==> config.mk <==
export PLATFORM = sky130hd
export DESIGN_NAME = cordic_sched_flat
export DESIGN_NICKNAME = d
export VERILOG_FILES = /design/src/rtl/cordic_sched_pkg.sv /design/src/rtl/cordic_sched_if.sv /design/src/rtl/cordic_sched_counter.sv /design/src/rtl/cordic_sched_rr.sv /design/src/rtl/cordic_sched.sv /design/src/flat_wrapper.sv
export SDC_FILE = /design/constraint.sdc
export NUM_CORES = 1
export LEC_CHECK = 0
export ABC_AREA = 0
export CORE_AREA = 2 2 118 120
export CTS_CLUSTER_SIZE = 10
export DETAILED_ROUTE_END_ITERATION = 6
export DIE_AREA = 0 0 120 122
export GPL_TIMING_DRIVEN = 0
export PLACE_DENSITY_LB_ADDON = 0.25
export REMOVE_ABC_BUFFERS = 1
export SLEW_MARGIN = 20
export SYNTH_ARGS = -nofsm -noshare
export SYNTH_HDL_FRONTEND = slang
export SYNTH_SLANG_ARGS = --single-unit
==> constraint.sdc <==
create_clock -name clk -period 5.4 [get_ports clk]
set_input_delay 0.81 -clock clk [delete_from_list [all_inputs] [get_ports clk]]
set_output_delay 0.81 -clock clk [all_outputs]
set_load 0.05 [all_outputs]
==> src/rtl/cordic_sched_pkg.sv <==
// cordic_defs: state encodings and CORDIC constants shared by the scheduler files.
package cordic_defs;
   typedef enum logic [1:0] {IDLE, RUN, RESP, DRAIN} state_t;
   localparam int SCALE   = 10_000_000;
   localparam int GAIN    = 6_073_000;
   localparam int ENG_LAT = 17;
endpackage

==> src/rtl/cordic_sched_if.sv <==
// cordic_sched_if: requester and engine signals; slave is the scheduler, master the requester/engine side.
interface cordic_sched_if #(parameter int NREQ = 4, parameter int IDW = $clog2(NREQ));
   logic [NREQ-1:0]        req;
   logic [32*NREQ-1:0]     req_angle;
   logic [NREQ-1:0]        resp_valid;
   logic [IDW-1:0]         resp_id;
   logic signed [31:0]     resp_sine;
   logic signed [31:0]     resp_cosine;
   logic                   resp_err;
   logic                   busy;
   logic                   eng_s;
   logic signed [31:0]     eng_angle;
   logic                   eng_done;
   logic signed [31:0]     eng_sine;
   logic signed [31:0]     eng_cosine;
   modport master (output req, req_angle, eng_done, eng_sine, eng_cosine,
                   input resp_valid, resp_id, resp_sine, resp_cosine, resp_err, busy, eng_s, eng_angle);
   modport slave (input req, req_angle, eng_done, eng_sine, eng_cosine,
                  output resp_valid, resp_id, resp_sine, resp_cosine, resp_err, busy, eng_s, eng_angle);
endinterface

==> src/rtl/cordic_sched_counter.sv <==
// counter: up-counter with async reset, synchronous clear and enable.
module counter #(parameter int SIZE = 5) (
   input  logic            clk,
   input  logic            rst,
   input  logic            clr,
   input  logic            en,
   output logic [SIZE-1:0] count
);
   always_ff @(posedge clk or posedge rst)
      if (rst) count <= '0;
      else if (clr) count <= '0;
      else if (en) count <= count + 1'b1;
endmodule

==> src/rtl/cordic_sched_rr.sv <==
// rr_arbiter: combinational round-robin pick starting at last_grant+1.
module rr_arbiter #(parameter int NREQ = 4, localparam int IDW = $clog2(NREQ)) (
   input  logic [NREQ-1:0] req,
   input  logic [IDW-1:0]  last_grant,
   output logic [NREQ-1:0] grant_onehot,
   output logic [IDW-1:0]  grant_id
);
   logic [IDW-1:0] k;
   // scan from lowest priority upward so the highest-priority hit is written last
   always_comb begin
      k = '0;
      grant_id = '0;
      for (int i = NREQ; i >= 1; i--) begin
         k = IDW'((int'(last_grant) + i) % NREQ);
         if (req[k]) grant_id = k;
      end
   end
   assign grant_onehot = |req ? NREQ'(1) << grant_id : '0;
endmodule

==> src/rtl/cordic_sched.sv <==
// cordic_sched: shares one CORDIC engine among NREQ requesters with round-robin grant and a run timeout.
module cordic_sched
   import cordic_defs::*;
#(
   parameter int NREQ = 4,
   parameter int TIMEOUT = 31,
   localparam int IDW = $clog2(NREQ),
   localparam int CW = $clog2(TIMEOUT + 1)
) (
   input logic clk,
   input logic rst,
   cordic_sched_if.slave bus
);
   state_t state, next;
   logic [NREQ-1:0] g_onehot;
   logic [IDW-1:0] g_id, last_grant, id, rid;
   logic [31:0] angle, sine, cosine;
   logic err, timed_out, done_now;
   logic [CW-1:0] cnt;

   rr_arbiter #(.NREQ(NREQ)) u_arb (
      .req(bus.req), .last_grant(last_grant), .grant_onehot(g_onehot), .grant_id(g_id)
   );
   counter #(.SIZE(CW)) u_cnt (
      .clk(clk), .rst(rst), .clr(state != RUN), .en(state == RUN), .count(cnt)
   );

   assign timed_out = cnt == CW'(TIMEOUT);
   assign done_now = state == RUN && (bus.eng_done || timed_out);

   always_ff @(posedge clk or posedge rst)
      if (rst) begin
         state <= IDLE;
         last_grant <= IDW'(NREQ - 1);
         id <= '0;
         rid <= '0;
         angle <= '0;
         sine <= '0;
         cosine <= '0;
         err <= 1'b0;
      end else begin
         state <= next;
         if (state == IDLE && |g_onehot) begin
            last_grant <= g_id;
            id <= g_id;
            angle <= bus.req_angle[32*int'(g_id) +: 32];
         end
         // engine result wins over a coincident timeout
         if (done_now) begin
            rid <= id;
            err <= !bus.eng_done;
            sine <= bus.eng_done ? bus.eng_sine : '0;
            cosine <= bus.eng_done ? bus.eng_cosine : '0;
         end
      end

   always_comb begin
      next = state;
      bus.eng_s = state == RUN;
      bus.busy = state != IDLE;
      bus.resp_valid = state == RESP ? NREQ'(1) << id : '0;
      case (state)
         IDLE:    next = |g_onehot ? RUN : IDLE;
         RUN:     next = done_now ? RESP : RUN;
         RESP:    next = DRAIN;
         DRAIN:   next = bus.eng_done ? DRAIN : IDLE;
         default: next = IDLE;
      endcase
   end

   assign bus.eng_angle = angle;
   assign bus.resp_id = rid;
   assign bus.resp_sine = sine;
   assign bus.resp_cosine = cosine;
   assign bus.resp_err = err;
endmodule

==> src/flat_wrapper.sv <==
// flat-port wrapper written by rule: the top's interface ports become plain ports
module cordic_sched_flat import cordic_defs::*;
#(
   parameter int NREQ = 4,
   parameter int TIMEOUT = 31,
   localparam int IDW = $clog2(NREQ),
   localparam int CW = $clog2(TIMEOUT + 1)
)
  (clk, rst, bus_req, bus_req_angle, bus_eng_done, bus_eng_sine, bus_eng_cosine, bus_resp_valid, bus_resp_id, bus_resp_sine, bus_resp_cosine, bus_resp_err, bus_busy, bus_eng_s, bus_eng_angle);
  cordic_sched_if #(.NREQ(NREQ)) bus_i ();
  input logic clk;
  input logic rst;
  input wire logic [$bits(bus_i.req)-1:0] bus_req;
  input wire logic [$bits(bus_i.req_angle)-1:0] bus_req_angle;
  input wire logic [$bits(bus_i.eng_done)-1:0] bus_eng_done;
  input wire logic [$bits(bus_i.eng_sine)-1:0] bus_eng_sine;
  input wire logic [$bits(bus_i.eng_cosine)-1:0] bus_eng_cosine;
  output wire logic [$bits(bus_i.resp_valid)-1:0] bus_resp_valid;
  output wire logic [$bits(bus_i.resp_id)-1:0] bus_resp_id;
  output wire logic [$bits(bus_i.resp_sine)-1:0] bus_resp_sine;
  output wire logic [$bits(bus_i.resp_cosine)-1:0] bus_resp_cosine;
  output wire logic [$bits(bus_i.resp_err)-1:0] bus_resp_err;
  output wire logic [$bits(bus_i.busy)-1:0] bus_busy;
  output wire logic [$bits(bus_i.eng_s)-1:0] bus_eng_s;
  output wire logic [$bits(bus_i.eng_angle)-1:0] bus_eng_angle;
  assign bus_i.req = bus_req;
  assign bus_i.req_angle = bus_req_angle;
  assign bus_i.eng_done = bus_eng_done;
  assign bus_i.eng_sine = bus_eng_sine;
  assign bus_i.eng_cosine = bus_eng_cosine;
  assign bus_resp_valid = bus_i.resp_valid;
  assign bus_resp_id = bus_i.resp_id;
  assign bus_resp_sine = bus_i.resp_sine;
  assign bus_resp_cosine = bus_i.resp_cosine;
  assign bus_resp_err = bus_i.resp_err;
  assign bus_busy = bus_i.busy;
  assign bus_eng_s = bus_i.eng_s;
  assign bus_eng_angle = bus_i.eng_angle;
  cordic_sched #(.NREQ(NREQ), .TIMEOUT(TIMEOUT)) u_core (.clk(clk), .rst(rst), .bus(bus_i));
endmodule
Word-level counts from Yosys, hierarchy flattened

Cells that the tools add are included.

Output and inout port bits: 105
Bits of input ports: 199
Register bits after elaboration: 110
Word-level logic and storage cells: 57

Equal/unequal tests: 5
Shift-type cells: 3
Add/sub/neg operators: 5
Reductions and logical operators: 9
Mux-type cells: 22
$lt $le $gt $ge: 4

Operators by type and width:

| operator              | number |
|---|---|
| $shiftx A128 B8 Y32   | 1 |
| $mux W32              | 2 |
| $lt A2 B3 Y1 const B  | 4 |
| $mux W2               | 6 |
| $mux W5               | 2 |
| $bmux W1 S2           | 4 |
| $mux W4               | 2 |
| $pmux W2 S4           | 1 |
| $reduce_or A4 Y1      | 2 |
| $shl A1 B2 Y4 const A | 2 |
| $add A5 B1 Y5 const B | 1 |
| $eq A5 B5 Y1 const B  | 1 |
| $mux W1               | 5 |
| $add A2 B1 Y2 const B | 2 |
| $add A2 B2 Y2 const B | 2 |
| $eq A2 B2 Y1 const B  | 2 |
| $reduce_bool A2 Y1    | 2 |
| $eq A2 B1 Y1 const B  | 1 |
| $logic_and A1 B1 Y1   | 2 |
| $logic_not A2 Y1      | 1 |
| $ne A2 B1 Y1 const B  | 1 |
| $logic_not A1 Y1      | 1 |
| $logic_or A1 B1 Y1    | 1 |

Longest topological paths before layout

Word-level depth: 12
Mapped depth: 7
Depth with buffers taken out: 5

By module

Synthesis repeated with hierarchy kept, for this count alone.

Cell total of the unflattened synthesis: 352
Area, all modules: 5301.3 µm²

Modules (own cells, without submodules):

| module       | times used | area an instance (µm²) | seq. area each (µm²) | cells each |
|---|---|---|---|---|
| cordic_sched | 1          | 4800.9                 | 2630.0               | 296 |
| counter      | 1          | 270.3                  | 125.1                | 23 |
| rr_arbiter   | 1          | 230.2                  | 0.0                  | 33 |

Least setup slack after synthesis

Ideal clock, no wire load.

Path kind: reg-to-output
Start: reg u_core.state[0]
End: out bus_resp_valid[2]
Path buffers: 1
Data required time: 4.590 ns
Path slack: 2.476 ns
Arrival time: 2.114 ns
Cell stages (with the launch flop): 3
Cell sequence: dfrtp_1 -> buf_2 -> nor4b_1

Word-level cells in the longest chain between the ends: 2

Ends and longest elaborated chain:

| item                   | RTL line           | text |
|---|---|---|
| from (decl)            | cordic_sched.sv:14 | `state_t state, next;` |
| from (signal assigned) | cordic_sched.sv:42 | `state <= next;` |
| $eq A2 B2 Y1           | cordic_sched.sv:61 | `bus.resp_valid = state == RESP ? NREQ'(1) << id : '0;` |
| $mux W4                | cordic_sched.sv:61 |  |
| to (decl)              | flat_wrapper.sv:18 | `output wire logic [$bits(bus_i.resp_valid)-1:0] bus_resp_valid;` |

No other way between the ends.

Worst setup path after layout

Start: in bus_req[3]
End: reg u_core.angle[16] (netlist: u_core.bus.eng_angle[16])

Word-level cells in the longest chain between the ends: 10
Elaborated cells between the ends (all ways): 18
Classes of those cells: shift (2); mux (13); reduce/logical (3)

Ends and longest elaborated chain:

| item                                                                         | RTL line           | text |
|---|---|---|
| from (decl)                                                                  | flat_wrapper.sv:13 | `input wire logic [$bits(bus_i.req)-1:0] bus_req;` |
| parallel branches: the longest is 10 deep, another holds $shiftx A128 B8 Y32 | --                 |  |
| to (signal assigned)                                                         | cordic_sched.sv:46 | `angle <= bus.req_angle[32*int'(g_id) +: 32];` |
| to (decl)                                                                    | cordic_sched.sv:17 | `logic [31:0] angle, sine, cosine;` |

Parallel ways; which one is timed is not known. The select of a mux whose other input is x is not followed.
A chain may end at the register's enable or synchronous reset.

==> metrics.txt <==
antenna diode count 0; achievable frequency 339 MHz; Least-Margin Pin Slew 0.679 ns; data arrival time of the worst path 3.17 ns; Avg Cell Area, Syn 12.8 um^2; total wire length after detailed routing 16,100 um; critical path's top delay family compound AO/OA/AOI/OAI gates; highest fanout seen on the critical path 37; Top-Level Pins 304; total number of vias 4,429; global-route usage over all layers 0.215; leakage dissipation 3.73 nW; outcome complete, no violations; Post-CTS Hold Buffers 0; drt initial violations 227; worst slew margin relative to its limit 0.547; total congestion overflow 0; Yosys Warn Count 0; area taken by flip-flops and latches 0.00276 mm^2; sequential cell area fraction in the yosys report 0.546; Worst Setup Path Type input port to flip-flop; Avg Vias per Cell 5.10; Clock Path Buffers 2; clock network latency to the later pin of the worst-skew pair 0.35 ns; Critical Path Start Type input port; Period Utilization, post-route 0.547; worst path required time 5.61 ns; I/O Buffers 303; clock tree root driver cell sky130_fd_sc_hd__clkbuf_16; Post-DP HPWL 12,300 um; first-pass GRT wire length 24,400 um; vertical extent of the die 122 um; final core utilization 0.640; number of flip-flops and latches in the synthesized netlist 110; clock period minus worst slack 2.95 ns; combined buffer and inverter count along the critical path 2; First-pass DRT Iterations 4; commonest cells after routing, fill and taps aside 303 x sky130_fd_sc_hd__clkdlybuf4s50_1, 108 x sky130_fd_sc_hd__dfrtp_1, 64 x sky130_fd_sc_hd__a22o_1, 63 x sky130_fd_sc_hd__mux2i_1, 35 x sky130_fd_sc_hd__nand2_1; Setup Total Neg Slack 0 ns; Worst VDD drop 0.508 mV; Distinct cells, synth 41; weighted congestion reported at the end of routability-driven placement 0.776; overall die area 0.0146 mm^2; delay of the slowest cell on the worst path 0.64 ns; row cnt 43; endpoints failing hold 0; most common cell after layout, fill and taps aside sky130_fd_sc_hd__clkdlybuf4s50_1; RSZ-0062 raised after global routing false; via count of the first global-routing pass 4,549; share of cells above drive strength 1 0.0784; TritonCTS clock tree yes; pwr dens 632 mW/mm^2; antenna-violating nets left 0; count of clock tree sinks 110; Die X-Extent 120 um; cell breakdown of the critical path clkdlybuf4s50_1 > nor2b_1 > o21ai_1 > o211a_4 > buf_12 > mux2i_1 > o221ai_2; Post-CTS Setup Inserts 0; Max-cap violations 0; Core Footprint 0.0135 mm^2; number of antenna violations at the first check in global routing 0; area of the multi-input gates 0.00208 mm^2; starting density of the core 0.374; worst hold-check path type flip-flop to flip-flop; maximum number of pins on one net before global-route repair 68; max-slew violation count 0; Reg clk slew, reported paths 0.08 ns; critical path's slowest cell sky130_fd_sc_hd__o211a_4; number of buffers created by CTS 9; detailed-route DRC error count 0; number of fill cells 1,057; Synth Instances 395; drt wl/cell 18.6 um; Setup Viol. Count Final 0; nets 885; signed area change from the synthesized netlist to the final layout 71.3%; final worst clock skew 0.0104 ns; post-cts repair resize count 0; crit end category flip-flop; Syn Std Cell Area 0.00505 mm^2; H-tree depth reported by CTS 3
final timing paths:
| kind | to | cells past startpoint | startpoint | slack, ns |
|---|---|---|---|---|
| hold reg to reg | u_core.u_cnt.count[0] | 1 | u_core.u_cnt.count[0] | 0.48 |
| max in group asynchronous | u_core.bus.resp_err | 3 | rst | 3.85 |
| setup / recovery | u_core.bus.eng_angle[16] | 7 | bus_req[3] | 2.45 |
| hold / removal | u_core.u_cnt.count[0] | 1 | u_core.u_cnt.count[0] | 0.48 |
| min in group asynchronous | u_core.bus.resp_cosine[27] | 2 | rst | 0.85 |
| setup reg to reg | u_core.bus.eng_angle[16] | 5 | u_core.last_grant[1] | 3.15 |
Yosys cell counts:
library cell,n,area (um^2)
sky130_fd_sc_hd__buf_1,2,7.51
sky130_fd_sc_hd__o221ai_2,18,270
sky130_fd_sc_hd__nor4_1,2,12.5
sky130_fd_sc_hd__nor4bb_1,1,10.0
sky130_fd_sc_hd__o21ai_0,4,20.0
sky130_fd_sc_hd__a22o_1,64,561
sky130_fd_sc_hd__buf_6,8,90.1
sky130_fd_sc_hd__o221ai_1,13,114
sky130_fd_sc_hd__and3_1,4,25.0
sky130_fd_sc_hd__buf_4,3,22.5
sky130_fd_sc_hd__o41ai_1,1,8.76
sky130_fd_sc_hd__ha_1,2,25.0
sky130_fd_sc_hd__nor3b_1,1,7.51
sky130_fd_sc_hd__inv_2,1,3.75
sky130_fd_sc_hd__o22ai_1,1,6.26
sky130_fd_sc_hd__nand3_1,1,5.00
sky130_fd_sc_hd__a211o_1,1,8.76
sky130_fd_sc_hd__nor2b_1,2,12.5
sky130_fd_sc_hd__dfstp_2,2,52.6
sky130_fd_sc_hd__buf_2,9,45.0
sky130_fd_sc_hd__nor2_1,5,18.8
sky130_fd_sc_hd__o311ai_0,1,8.76
sky130_fd_sc_hd__inv_1,8,30.0
sky130_fd_sc_hd__xnor2_1,1,8.76
sky130_fd_sc_hd__dfrtp_1,108,2700
sky130_fd_sc_hd__o211a_1,1,10.0
sky130_fd_sc_hd__o211ai_1,1,7.51
sky130_fd_sc_hd__a211oi_1,3,22.5
sky130_fd_sc_hd__and4_1,1,8.76
sky130_fd_sc_hd__a21oi_1,3,15.0
sky130_fd_sc_hd__nor4b_1,1,8.76
sky130_fd_sc_hd__mux2_2,2,22.5
sky130_fd_sc_hd__o21ai_1,2,10.0
sky130_fd_sc_hd__a21o_1,1,7.51
sky130_fd_sc_hd__or2_1,1,6.26
sky130_fd_sc_hd__mux2i_1,63,631
sky130_fd_sc_hd__nand2b_1,2,12.5
sky130_fd_sc_hd__clkbuf_1,11,41.3
sky130_fd_sc_hd__nand2_1,36,135
sky130_fd_sc_hd__o21a_1,3,22.5
sky130_fd_sc_hd__xor2_1,1,8.76
cells by family (layout without fill, tap and decap cells):
kind of cell / after synthesis / count (layout) / share of synthesized area
DFF: 110 / 110 / 0.546
AOI/OAI and AO/OA: 117 / 117 / 0.216
and+or+nand+nor: 57 / 57 / 0.0521
xor gates and xnor gates: 2 / 2 / 0.00347
buffers and inverters: 42 / 336 / 0.0476
muxes: 65 / 65 / 0.129
adders and majority gates: 2 / 2 / 0.00496
layer usage:
| layer | global-route usage | share of wire | vias to the layer above |
|---|---|---|---|
| met5 | 0 | 0 | - |
| met4 | 0.0603 | 0.016 | 0 |
| met3 | 0.0749 | 0.10 | 17 |
| met2 | 0.372 | 0.50 | 211 |
| met1 | 0.255 | 0.39 | 2117 |
| li1 | - | - | 2084 |
power by group:
| part | internal (W) | total (W) | switching, W |
|---|---|---|---|
| Clock | 0.000376 | 0.000707 | 0.000331 |
| Sequential | 0.00121 | 0.00144 | 0.000232 |
| Combinational | 0.00127 | 0.00332 | 0.00204 |
| Total | 0.00285 | 0.00546 | 0.00261 |
flip-flops by register name (all words and copies together), names as in the netlist:
| name | flops |
|---|---|
| u_core.bus.resp_err | 1 |
| u_core.id | 2 |
| u_core.bus.resp_id | 2 |
| u_core.bus.eng_angle | 32 |
| u_core.bus.resp_sine | 32 |
| u_core.u_cnt.count | 5 |
| u_core.bus.resp_cosine | 32 |
| u_core.state | 2 |
| u_core.last_grant | 2 |
cell type report:
| type | count | area share |
|---|---|---|
| clock inverters | 7 | 0.0116 |
| clock buffers | 9 | 0.0261 |
| flip-flops and latches | 110 | 0.319 |
| repair buffers | 311 | 0.373 |
| well taps | 180 | 0.0261 |
| inverters | 9 | 0.00449 |
| multi-input cells | 243 | 0.240 |
metrics by stage:
stage          cell area, um^2  cells  power [W]  setup slack, ns  hold WS, ns
2_1_floorplan             4840    362    0.00358             1.58        0.433
3_3_place_gp              8100    845    0.00469            0.122        0.446
3_5_place_dp              8320    853    0.00478             2.08        0.471
4_1_cts                   8640    869    0.00551             2.44        0.485
5_1_grt                   8640    869    0.00572             2.31        0.513
6_report                  8640    869    0.00546             2.45        0.483
Note: power is estimated with default switching activity, not from simulation.
